--- src/rtl/scan_pkg.sv ---
// Shared types and sizing for the truth-table scanner slice.
package scan_pkg;

   localparam int unsigned VEC_W   = 4;
   localparam int unsigned NUM_VEC = 16;
   localparam int unsigned CNT_W   = 4;
   localparam int unsigned ERR_W   = 5;

   localparam logic [NUM_VEC-1:0] GOLDEN_TT = 16'h32A4;

   typedef enum logic [1:0] {
      IDLE   = 2'd0,
      SETTLE = 2'd1,
      SAMPLE = 2'd2,
      DONE   = 2'd3
   } scan_state_t;

endpackage

--- src/rtl/truth_table_scanner_if.sv ---
// Control, status and function-block signals of the truth-table scanner.
interface truth_table_scanner_if;
   import scan_pkg::*;

   logic               start;
   logic               f_in;
   logic               x;
   logic               y;
   logic               z;
   logic               w;
   logic               busy;
   logic               done;
   logic [NUM_VEC-1:0] table_out;
   logic [ERR_W-1:0]   err_count;
   logic               pass;

   modport master (
      input  start, f_in,
      output x, y, z, w, busy, done, table_out, err_count, pass
   );

   modport slave (
      output start, f_in,
      input  x, y, z, w, busy, done, table_out, err_count, pass
   );

endinterface

--- src/rtl/scan_settle_timer.sv ---
// Load/enable up-counter; tc is high on the enabled cycle that reaches 'last'.
module scan_settle_timer
   import scan_pkg::*;
(
   input  logic             clk,
   input  logic             rst,
   input  logic             load,
   input  logic             en,
   input  logic [CNT_W-1:0] last,
   output logic             tc
);

   logic [CNT_W-1:0] cnt_q;
   logic [CNT_W-1:0] cnt_d;

   always_comb begin
      cnt_d = cnt_q;
      if (load) begin
         cnt_d = '0;
      end else if (en) begin
         cnt_d = cnt_q + CNT_W'(1);
      end
   end

   always_ff @(posedge clk) begin
      if (rst) begin
         cnt_q <= '0;
      end else begin
         cnt_q <= cnt_d;
      end
   end

   assign tc = en && (cnt_q == last);

endmodule

--- src/rtl/truth_table_scanner.sv ---
// Drives all 16 {x,y,z,w} vectors, captures f_in into a truth table and grades it.
// Optional build macro SCAN_ABORT_ON_MISMATCH_EN: stop the scan at the first mismatch.
module truth_table_scanner
   import scan_pkg::*;
#(
   parameter int unsigned        SETTLE_CYCLES = 2,
   parameter logic [NUM_VEC-1:0] EXPECTED      = GOLDEN_TT
) (
   input  logic                  clk,
   input  logic                  rst,
   truth_table_scanner_if.master bus
);

   if (SETTLE_CYCLES < 1 || SETTLE_CYCLES > 15) begin : g_bad_settle
      $error("truth_table_scanner: SETTLE_CYCLES must be in 1..15");
   end

   scan_state_t        state_q, state_d;
   logic [VEC_W-1:0]   idx_q, idx_d;
   logic [NUM_VEC-1:0] table_q, table_d;
   logic [ERR_W-1:0]   err_q, err_d;
   logic               pass_q, pass_d;

   logic               tmr_load;
   logic               tmr_en;
   logic               tmr_tc;
   logic               mismatch;
   logic               in_scan;

   scan_settle_timer u_timer (
      .clk  (clk),
      .rst  (rst),
      .load (tmr_load),
      .en   (tmr_en),
      .last (CNT_W'(SETTLE_CYCLES - 1)),
      .tc   (tmr_tc)
   );

   assign mismatch = (bus.f_in != EXPECTED[idx_q]);

   always_comb begin
      state_d  = state_q;
      idx_d    = idx_q;
      table_d  = table_q;
      err_d    = err_q;
      pass_d   = pass_q;
      tmr_load = 1'b0;
      tmr_en   = 1'b0;
      case (state_q)
         IDLE: begin
            if (bus.start) begin
               state_d  = SETTLE;
               idx_d    = '0;
               table_d  = '0;
               err_d    = '0;
               pass_d   = 1'b0;
               tmr_load = 1'b1;
            end
         end
         SETTLE: begin
            tmr_en = 1'b1;
            if (tmr_tc) begin
               state_d = SAMPLE;
            end
         end
         SAMPLE: begin
            table_d[idx_q] = bus.f_in;
            if (mismatch) begin
               err_d = err_q + ERR_W'(1);
            end
`ifdef SCAN_ABORT_ON_MISMATCH_EN
            if (mismatch || idx_q == VEC_W'(NUM_VEC - 1)) begin
`else
            if (idx_q == VEC_W'(NUM_VEC - 1)) begin
`endif
               state_d = DONE;
               // Grade with the count that includes this final sample.
               pass_d  = (err_d == '0);
            end else begin
               idx_d    = idx_q + VEC_W'(1);
               tmr_load = 1'b1;
               state_d  = SETTLE;
            end
         end
         DONE: begin
            state_d = IDLE;
         end
         default: begin
            state_d = IDLE;
         end
      endcase
   end

   always_ff @(posedge clk) begin
      if (rst) begin
         state_q <= IDLE;
         idx_q   <= '0;
         table_q <= '0;
         err_q   <= '0;
         pass_q  <= 1'b0;
      end else begin
         state_q <= state_d;
         idx_q   <= idx_d;
         table_q <= table_d;
         err_q   <= err_d;
         pass_q  <= pass_d;
      end
   end

   assign in_scan = (state_q == SETTLE) || (state_q == SAMPLE);

   assign {bus.x, bus.y, bus.z, bus.w} = in_scan ? idx_q : '0;
   assign bus.busy      = in_scan;
   assign bus.done      = (state_q == DONE);
   assign bus.table_out = table_q;
   assign bus.err_count = err_q;
   assign bus.pass      = pass_q;

endmodule

--- src/flat_wrapper.sv ---
// flat-port wrapper written by rule: the top's interface ports become plain ports
module truth_table_scanner_flat import scan_pkg::*;
#(
   parameter int unsigned        SETTLE_CYCLES = 2,
   parameter logic [NUM_VEC-1:0] EXPECTED      = GOLDEN_TT
)
  (clk, rst, bus_start, bus_f_in, bus_x, bus_y, bus_z, bus_w, bus_busy, bus_done, bus_table_out, bus_err_count, bus_pass);
  truth_table_scanner_if bus_i ();
  input  logic clk;
  input  logic rst;
  input wire logic [$bits(bus_i.start)-1:0] bus_start;
  input wire logic [$bits(bus_i.f_in)-1:0] bus_f_in;
  output wire logic [$bits(bus_i.x)-1:0] bus_x;
  output wire logic [$bits(bus_i.y)-1:0] bus_y;
  output wire logic [$bits(bus_i.z)-1:0] bus_z;
  output wire logic [$bits(bus_i.w)-1:0] bus_w;
  output wire logic [$bits(bus_i.busy)-1:0] bus_busy;
  output wire logic [$bits(bus_i.done)-1:0] bus_done;
  output wire logic [$bits(bus_i.table_out)-1:0] bus_table_out;
  output wire logic [$bits(bus_i.err_count)-1:0] bus_err_count;
  output wire logic [$bits(bus_i.pass)-1:0] bus_pass;
  assign bus_i.start = bus_start;
  assign bus_i.f_in = bus_f_in;
  assign bus_x = bus_i.x;
  assign bus_y = bus_i.y;
  assign bus_z = bus_i.z;
  assign bus_w = bus_i.w;
  assign bus_busy = bus_i.busy;
  assign bus_done = bus_i.done;
  assign bus_table_out = bus_i.table_out;
  assign bus_err_count = bus_i.err_count;
  assign bus_pass = bus_i.pass;
  truth_table_scanner #(.SETTLE_CYCLES(SETTLE_CYCLES), .EXPECTED(EXPECTED)) u_core (.clk(clk), .rst(rst), .bus(bus_i));
endmodule
--- config.mk ---
export PLATFORM = sky130hd
export DESIGN_NAME = truth_table_scanner_flat
export DESIGN_NICKNAME = d
export VERILOG_FILES = /design/src/rtl/scan_pkg.sv /design/src/rtl/truth_table_scanner_if.sv /design/src/rtl/scan_settle_timer.sv /design/src/rtl/truth_table_scanner.sv /design/src/flat_wrapper.sv
export SDC_FILE = /design/constraint.sdc
export NUM_CORES = 1
export LEC_CHECK = 0
export ABC_AREA = 1
export ABC_CLOCK_PERIOD_IN_PS = 3200
export BUFFER_PORTS_ARGS = -buffer_cell sky130_fd_sc_hd__buf_2
export CAP_MARGIN = 20
export CORE_MARGIN = 4
export CORE_UTILIZATION = 30
export DETAILED_ROUTE_END_ITERATION = 12
export GPL_TIMING_DRIVEN = 0
export HOLD_SLACK_MARGIN = 0.06
export PLACE_DENSITY = 0.47
export SLEW_MARGIN = 15
export SYNTH_ARGS = -nofsm -noshare
export SYNTH_HDL_FRONTEND = slang
export SYNTH_SLANG_ARGS = --single-unit
--- constraint.sdc ---
create_clock -name clk -period 3.2 [get_ports clk]
set_clock_uncertainty 0.05 [all_clocks]
set_input_delay 0.16 -clock clk [delete_from_list [all_inputs] [get_ports clk]]
set_output_delay 0.16 -clock clk [all_outputs]
set_load 0.01 [all_outputs]
==> results.md <==
* Arr. time, crit path at about 2100 ps
* Remaining antenna violation count at 0
* Initial antenna violation count at 0
* Setup crit start kind: flip-flop
* Total GRT Usage at 13.6%
* Vias at approximately 1900
* Total grt overflow at 0
* Synth cell types at 26
* Post-CTS Hold Buffers at 0
* Largest net degree at the start of global routing at 11
* Routed WL per cell at 12.1 um
* Rel. slew slack at 53.2%
* Clock-pin slew on the worst setup and hold paths at 70 ps
* CTS Root Buffer Type: clkbuf_8
* Die Span Y at slightly below 90 um
* Num ports at 32
* Crit-path max FO at 10
* Reg area at 661 um2
* Share of layout cells above drive strength 1 at 18.6%
* Critical Path Sink Type: flip-flop
* Crit path time final at 1930 ps
* Post-Place Cells at 395
* CTS tree: built
* RSZ-0062 raised after global routing: false
* Skew-Pair Late Insertion Delay at approximately 280 ps
* Die Wd at 88.2 um
* Final setup violation count at 0
* Worst path required time at 3330 ps
* Pwr dens at 599 mW/mm2
* Setup TNS at 0 ps
* Die area at 0.00779 mm2
* Clock sink count at 33
* Drt drc at 0
* Clk buf depth at 2
* Total Wirelength at 4.88 mm
* Fillcell total at 694
* Hold Path Class: in2reg
* Status: finished clean
* Port bufs at 31
* Setup bufs post-CTS at 0
* Routability cong. at 0.795
* Register area share after synthesis at roughly a third
* Initial Utilization at about a third
* Ys flop type: dfxtp_1
* Final hold violations at 0
* Row cnt at 28
* Warnings from Yosys at 0
* Nets at 344
* Final Worst Setup Slack at 1270 ps
* ANT cells at 0
* Final worst path period share at 60.3%
* Critical path type: reg2reg
* Mapped Area at just under 0.002 mm2
* Gate Count Post-Synth at 289
* FMAX at 518 MHz
* Multi-input logic area at 0.00109 mm2
* EDFF count, synth at 0
* Commonest non-fill, non-tap cell in the layout: nand2_1
* CTS buffer count at 5
* Post-CTS Resized at 0
* Peak VDD IR at approximately 0.2 mV
* Detailed Route Iter0 Violations at about 110
* Leak at 1.05 nW
* Max-cap violations at 0
* Vias in the first global route at between 1500 and 2000
* H-Tree Level Count at 2
* Area delta synth->final at 18.9%
* Commonest non-fill, non-tap cells in the layout: nand2_1, inv_1, buf_2, dfxtp_1, nor2_1
* DR pass1 iterations at 4
* Post-layout util at 37.7%
* Post-route insts no fill at 403
* Hpwl dp at 3.69 mm
* Pins Over Slew Limit at 0
* Async S/R FF share, synth at 0%
* DP Worst Slack at 1260 ps
* Vias/cell at 4.64
* Global-route wire length before repair at 8.18 mm
* Number of synthesized register bits at 33
* Worst-margin pin slew at 702 ps
* Syn_nets at 306
* Core area at 0.00610 mm2
* Syn_area_per_cell at 6.68 um2
[power by group]
part | internal (mW) | total [mW] | switching (mW)
combinational | 0.161 | 0.497 | 0.336
sequential | 0.442 | 0.471 | 0.0290
clock | 0.254 | 0.409 | 0.155
[per-layer routing]
metal | vias up | routed length (um) | track usage (%) | part of all wire [%]
li1 | 994 | - | - | -
met1 | 842 | 2390 | 17.6 | 49
met2 | 31 | 2230 | 22.1 | 46
met3 | 4 | 207 | 3.26 | 4.2
met4 | 0 | 49 | 4.95 | 1.0
met5 | - | 0 | 0 | 0
[worst max-delay path, cell delays in order (launching register included)]
cell     delay [ps]
dfxtp_1         350
inv_1           150
ha_1            360
nand2_1         110
nand2_2          90
buf_4           160
nand3_1         150
nand3_2         130
inv_2            40
nand2_1          50
nand2_1          50
nand2_1          50
nand2_1          60
[area by class of cell]
class	count	area share (%)
plain buffers	8	1.96
clock buffers	7	3.76
clock inverters	1	1.31
inverters	37	6.05
multi-input cells	211	47.3
flip-flops and latches	33	28.8
well taps	75	4.08
repair buffers	31	6.75
[sequential cells by signal, summed over array words and instances (netlist names), named ones only]
| name | count |
|---|---|
| u_core.bus.pass | 1 |
| u_core.idx_q | 4 |
| u_core.u_timer.cnt_q | 4 |
| u_core.bus.table_out | 16 |
| u_core.state_q | 2 |
| u_core.bus.err_count | 5 |
[cell usage after synthesis (3+ instances only)]
| cell | number | area (um2) |
|---|---|---|
| a21oi_1 | 14 | 70.1 |
| o21ai_0 | 20 | 100 |
| nand4_1 | 5 | 31.3 |
| nand3_1 | 18 | 90.1 |
| inv_2 | 3 | 11.3 |
| inv_1 | 34 | 128 |
| dfxtp_1 | 33 | 661 |
| nand2_1 | 93 | 349 |
| buf_2 | 3 | 15.0 |
| nor2_1 | 25 | 93.8 |
| ha_1 | 13 | 163 |
| a21oi_2 | 10 | 87.6 |
[cell families after synthesis]
group,Yosys count,synth area share [%]
buf+inv,45,9.52
flops,33,34.2
fa+ha+maj,13,8.42
compound gates,47,14.4
xor+xnor,2,0.907
mux,1,0.518
simple gates,148,32.1
[worst paths after layout]
kind | startpoint | end | slack (ps) | depth (start not counted)
setup reg to reg | u_core.state_q[0] | flip-flop | 1270 | 12
hold / removal | rst | u_core.bus.err_count[3] | 80 | 2
setup / recovery | u_core.state_q[0] | flip-flop | 1270 | 12
hold reg to reg | u_core.bus.table_out[12] | u_core.bus.table_out[12] | 410 | 2
[through the flow]
step | power, mW | hold WS, ps | cell area, um2
6_report | 1.38 | 83.0 | 2300
3_3_place_gp | 0.980 | 378 | 2180
5_1_grt | 1.50 | 77.6 | 2300
2_1_floorplan | 0.848 | 179 | 1930
3_5_place_dp | 0.979 | 385 | 2180
4_1_cts | 1.40 | 74.6 | 2300
Note: power is estimated with default switching activity, not from simulation.
